[src/rtl/if_stage.sv]
// if_stage: instruction fetch with fetch PC, bus requester, output register and one-entry skid buffer
module if_stage #(
  parameter int              XLEN     = 32,
  parameter logic [XLEN-1:0] RESET_PC = '0,
  parameter logic [31:0]     NOP_INST = 32'h0000_0013
) (
  input  logic            i_clk,
  input  logic            i_rstn,
  input  logic            i_stall,
  input  logic            i_redirect,
  input  logic [XLEN-1:0] i_redirect_pc,
  output logic            o_ibus_req,
  output logic [XLEN-1:0] o_ibus_addr,
  input  logic            i_ibus_ack,
  input  logic [31:0]     i_ibus_data,
  input  logic            i_ibus_err,
  output logic            o_valid,
  output logic [31:0]     o_inst,
  output logic [XLEN-1:0] o_pc,
  output logic            o_fault
);
  typedef enum logic [1:0] {IDLE, FETCH, FLUSH, HALT} state_t;
  state_t          state;
  logic [XLEN-1:0] pc, flush_addr, skid_pc;
  logic [31:0]     skid_inst, new_inst;
  logic            skid_v, skid_fault;
  logic            misal, issue, fetch_ack, new_v, new_fault, consume, take;
  assign misal       = |pc[1:0];
  assign issue       = state == FETCH && !skid_v;
  // FLUSH keeps presenting the abandoned request until the bus acks it
  assign o_ibus_req  = (issue && !misal) || state == FLUSH;
  assign o_ibus_addr = state == FLUSH ? flush_addr : pc;
  assign fetch_ack   = issue && !misal && i_ibus_ack;
  assign new_v       = issue && (misal || i_ibus_ack);
  assign new_fault   = misal || i_ibus_err;
  assign new_inst    = new_fault ? NOP_INST : i_ibus_data;
  assign consume     = o_valid && !i_stall;
  assign take        = consume || !o_valid;
  always_ff @(posedge i_clk or negedge i_rstn) begin
    if (!i_rstn) begin
      state      <= IDLE;
      pc         <= RESET_PC;
      flush_addr <= RESET_PC;
      skid_v     <= 1'b0;
      skid_inst  <= NOP_INST;
      skid_pc    <= RESET_PC;
      skid_fault <= 1'b0;
      o_valid    <= 1'b0;
      o_inst     <= NOP_INST;
      o_pc       <= RESET_PC;
      o_fault    <= 1'b0;
    end else if (i_redirect) begin
      state      <= (o_ibus_req && !i_ibus_ack) ? FLUSH : FETCH;
      flush_addr <= o_ibus_addr;
      pc         <= i_redirect_pc;
      skid_v     <= 1'b0;
      o_valid    <= 1'b0;
      o_inst     <= NOP_INST;
      o_fault    <= 1'b0;
    end else begin
      state <= state == IDLE ? FETCH :
               (state == FLUSH && i_ibus_ack) ? FETCH :
               (new_v && new_fault) ? HALT : state;
      if (fetch_ack) pc <= pc + XLEN'(4);
      if (take) begin
        if (skid_v) begin
          o_valid <= 1'b1;
          o_inst  <= skid_inst;
          o_pc    <= skid_pc;
          o_fault <= skid_fault;
          skid_v  <= 1'b0;
        end else if (new_v) begin
          o_valid <= 1'b1;
          o_inst  <= new_inst;
          o_pc    <= pc;
          o_fault <= new_fault;
        end else if (consume) begin
          o_valid <= 1'b0;
          o_inst  <= NOP_INST;
          o_fault <= 1'b0;
        end
      end else if (new_v) begin
        skid_v     <= 1'b1;
        skid_inst  <= new_inst;
        skid_pc    <= pc;
        skid_fault <= new_fault;
      end
    end
  end
endmodule

[config.mk]
export PLATFORM = sky130hd
export DESIGN_NAME = if_stage
export DESIGN_NICKNAME = d
export VERILOG_FILES = /design/src/rtl/if_stage.sv
export SDC_FILE = /design/constraint.sdc
export NUM_CORES = 1
export LEC_CHECK = 0
export BUFFER_PORTS_ARGS = -buffer_cell sky130_fd_sc_hd__buf_2
export CAP_MARGIN = 10
export CORE_ASPECT_RATIO = 0.7
export CORE_MARGIN = 8
export CORE_UTILIZATION = 60
export DETAILED_ROUTE_END_ITERATION = 16
export HOLD_SLACK_MARGIN = 0.03
export PLACE_DENSITY = 0.85
export SLEW_MARGIN = 40
export SYNTH_ARGS = -nofsm -noshare
export SYNTH_HDL_FRONTEND = slang
export SYNTH_SLANG_ARGS = --single-unit
[constraint.sdc]
create_clock -name i_clk -period 3.8 [get_ports i_clk]
set_input_delay 0.19 -clock i_clk [delete_from_list [all_inputs] [get_ports i_clk]]
set_output_delay 0.19 -clock i_clk [all_outputs]
set_load 0.05 [all_outputs]
==> impl_metrics.ini <==
[critical_path]
critical_path_class = flop to flop
max_stage_delay_ns = 0.75
critPathRequiredTime_ns = 4.15
r2r_start = state[1]
worstPathMaxFanout = 28
crit_arrival_ns = 2.91
r2r_setup_slack_ns = 1.24
crit_path_end_kind = flop
crit_path_cell_trace = or3b_1 > or4_4 > or4_1 > a31oi_1
reg2reg_depth = 4
startpoint_type = flop
slowest_stage = or4_4
reg2reg_to = pc[26]

[cts]
clockBufferDepth = 2
cts-resized-gates = 0
cts_max_level = 4
cts_num_sinks = 198
cts_inserted_buffers = 17
clock_latency_ns = 0.44
cts_tree = built
cts-root-buf = clkbuf_16
clk_pin_slew_ns = 0.07

[die]
dieHeight_um = 121
io_pins = 169
start_util = 0.612
die_w_um = 166
rows = 38
core_area_um2 = 15400
die_area_um2 = 20000

[finish]
nFillCells = 1068
multiInputGateArea_um2 = 4110
postLayoutCellArea_um2 = 11500
area_growth_pct = 21.9
regArea_um2 = 4960
nNetsFinal = 1152
final_layout_size_suffix_gt1_frac = 0.324

[status]
status = finished clean

[placed_design]
place_congestion = 0.866
io_buffer_count = 168
placed_area_um2 = 10300
dpl.hpwl_mm = 16.4

[global_route]
grt_pass1_wl_mm = 42.0
grt-ovfl-total = 0
antenna_found_initial = 1
grt_pass1_vias = 8023
grt_start_max_net_pins = 107
gr-usage-all-layers = 0.257

[drt]
drt_iter0_markers = 878
routed_wl_mm = 26.1
wl_per_cell_um = 20.2
dr.pass1.iters = 5
routed-via-count = 8018
drc = 0
ant_nets = 0
drt-vias-per-instance = 6.19

[worst_hold_path]
hold-path-cell-count = 3
min-delay-start = i_ibus_data[25]
whs_endpoint = skid_inst[25]
hold_path.class = input port to flop

[power]
leakage_nw = 4.95
power.switching_mw = 2.63
seq_power_share = 0.411
switching_share = 0.371
power_density_nw_per_um2 = 617
p_clk_frac = 0.276
p_comb_frac = 0.314
internal-power_mw = 4.46
irDropWorstVdd_v = 0.000459

[job]
cap_violations = 0

[sta]
worst_slew_pin_slew_ns = 0.762
whs_ns = 0.0357
period_minus_slack_ns = 2.56
hold_violations = 0
skew_ns = 0.0146
grt_setup_unrepaired = no
max_freq_mhz = 391
finalSetupTns_ns = 0
report.final.slew_viol_count = 0
fin_crit_sh = 0.674
timing.slew.headroom = 0.491
setup_viol = 0

[synthesis]
avgSynthCellArea_um2 = 10.3
synth_nets = 983
ys_ff_latch = 198
ys.flop_type = dfrtp_1
postSynthCellCount = 912
yosysUniqueCellTypes = 47
ys_seq_area_frac = 0.527
synth_area_um2 = 9420
synth_edf_count = 0
yosys_warnings = 0
ys_async_sr_fraction = 1.00
-- final cells by class --
type	count	share of cell area
Antenna cell	1	0.000218
Sequential cell	198	0.432
Timing Repair Buffer	230	0.129
Clock buffer	20	0.0406
Multi-Input combinational cell	625	0.358
Clock inverter	12	0.0150
Inverter	9	0.00294
Tap cell	200	0.0218
-- cells by family after synthesis --
group | share of synthesized area
muxes | 0.147
AOI/OAI and AO/OA | 0.136
DFF | 0.527
xor gates and xnor gates | 0.00558
and+or+nand+nor | 0.145
adders and majority gates | 0.00133
buffers and inverters | 0.0390
-- layout by cell type, fill, tap and decap left out, types with 12 or more instances in the layout --
cell / count
mux2_2: 122
clkbuf_16: 17
nand2_1: 87
or4_1: 18
nand3_1: 20
o31ai_1: 12
dlygate4sd3_1: 46
buf_2: 166
a21oi_1: 39
a32oi_1: 29
o21ai_0: 51
buf_4: 13
a31oi_1: 17
nor2_1: 120
a211oi_1: 30
dfrtp_1: 191
-- stage by stage --
| stage | worst slack (ns) | utilization | total power, mW | instances |
|---|---|---|---|---|
| after detailed placement | 1.29 | 0.671 | 5.11 | 1215 |
| after global routing | 1.18 | 0.745 | 7.39 | 1295 |
| final | 1.24 | 0.745 | 7.09 | 1295 |
| after floorplan | 1.46 | - | 4.50 | 912 |
| after global placement | 1.33 | 0.670 | 5.03 | 1214 |
| after CTS | 1.27 | 0.742 | 7.10 | 1292 |
-- how the worst max path moves through the flow --
stage                        start     endpoint  slack [ns]  cells past startpoint
after floorplan              pc[0]       pc[25]        1.46                      8
after global placement    state[1]  skid_pc[20]        1.33                      3
after detailed placement  state[1]  skid_pc[24]        1.29                      4
after CTS                    pc[0]       pc[26]        1.27                      4
after global routing         pc[0]     o_pc[22]        1.18                      6
final                     state[1]       pc[26]        1.24                      4
-- synth_stat cells (6+ instances only) --
| master | count | area [µm²] |
|---|---|---|
| a211oi_1 | 30 | 225 |
| a21oi_1 | 39 | 195 |
| a31oi_1 | 17 | 106 |
| a32oi_1 | 29 | 254 |
| buf_1 | 8 | 30.0 |
| clkbuf_1 | 65 | 244 |
| dfrtp_1 | 192 | 4800 |
| dfstp_2 | 6 | 158 |
| inv_1 | 8 | 30.0 |
| mux2_2 | 122 | 1370 |
| nand2_1 | 87 | 327 |
| nand3_1 | 20 | 100 |
| nand4_1 | 10 | 62.6 |
| nor2_1 | 121 | 454 |
| nor3_1 | 10 | 50.1 |
| o21ai_0 | 52 | 260 |
| o31ai_1 | 12 | 90.1 |
| or4_1 | 19 | 143 |
-- power by group through the flow --
stage,registers (mW),logic (mW),clock network (mW)
2_1_floorplan,3.55,0.951,0
3_3_place_gp,2.90,2.13,0
3_5_place_dp,2.94,2.18,0
4_1_cts,2.90,2.22,1.97
5_1_grt,2.97,2.36,2.06
6_report,2.91,2.22,1.95
-- critical path: cells and delay by family, from the launching register on --
kind / cells / cell delay (ns)
AO/OA/AOI/OAI: 1 / 0.20
AND/OR/NAND/NOR: 3 / 1.87
flip-flops: 1 / 0.42
-- flip-flops by register name (all words and copies together) (netlist names) --
register and count:
flush_addr 32, o_inst 32, o_pc 32, pc 32
skid_inst 32, skid_pc 32, state 2, o_fault 1
o_valid 1, skid_fault 1, skid_v 1
-- layer usage --
| metal | GRT usage | vias to the layer above | wire, µm |
|---|---|---|---|
| met5 | 0 | - | 0 |
| met4 | 0.0847 | 0 | 515 |
| met3 | 0.0729 | 47 | 2220 |
| met2 | 0.408 | 373 | 12200 |
| met1 | 0.338 | 3970 | 11100 |
| li1 | - | 3628 | - |
-- timing repair --
item,4_1_cts,5_1_grt
setup endpoints to repair,0,0
setup buffers,0,0
endpoints found under the hold margin,146,1
hold buffers,45,1
Note: power is estimated with default switching activity, not from simulation.
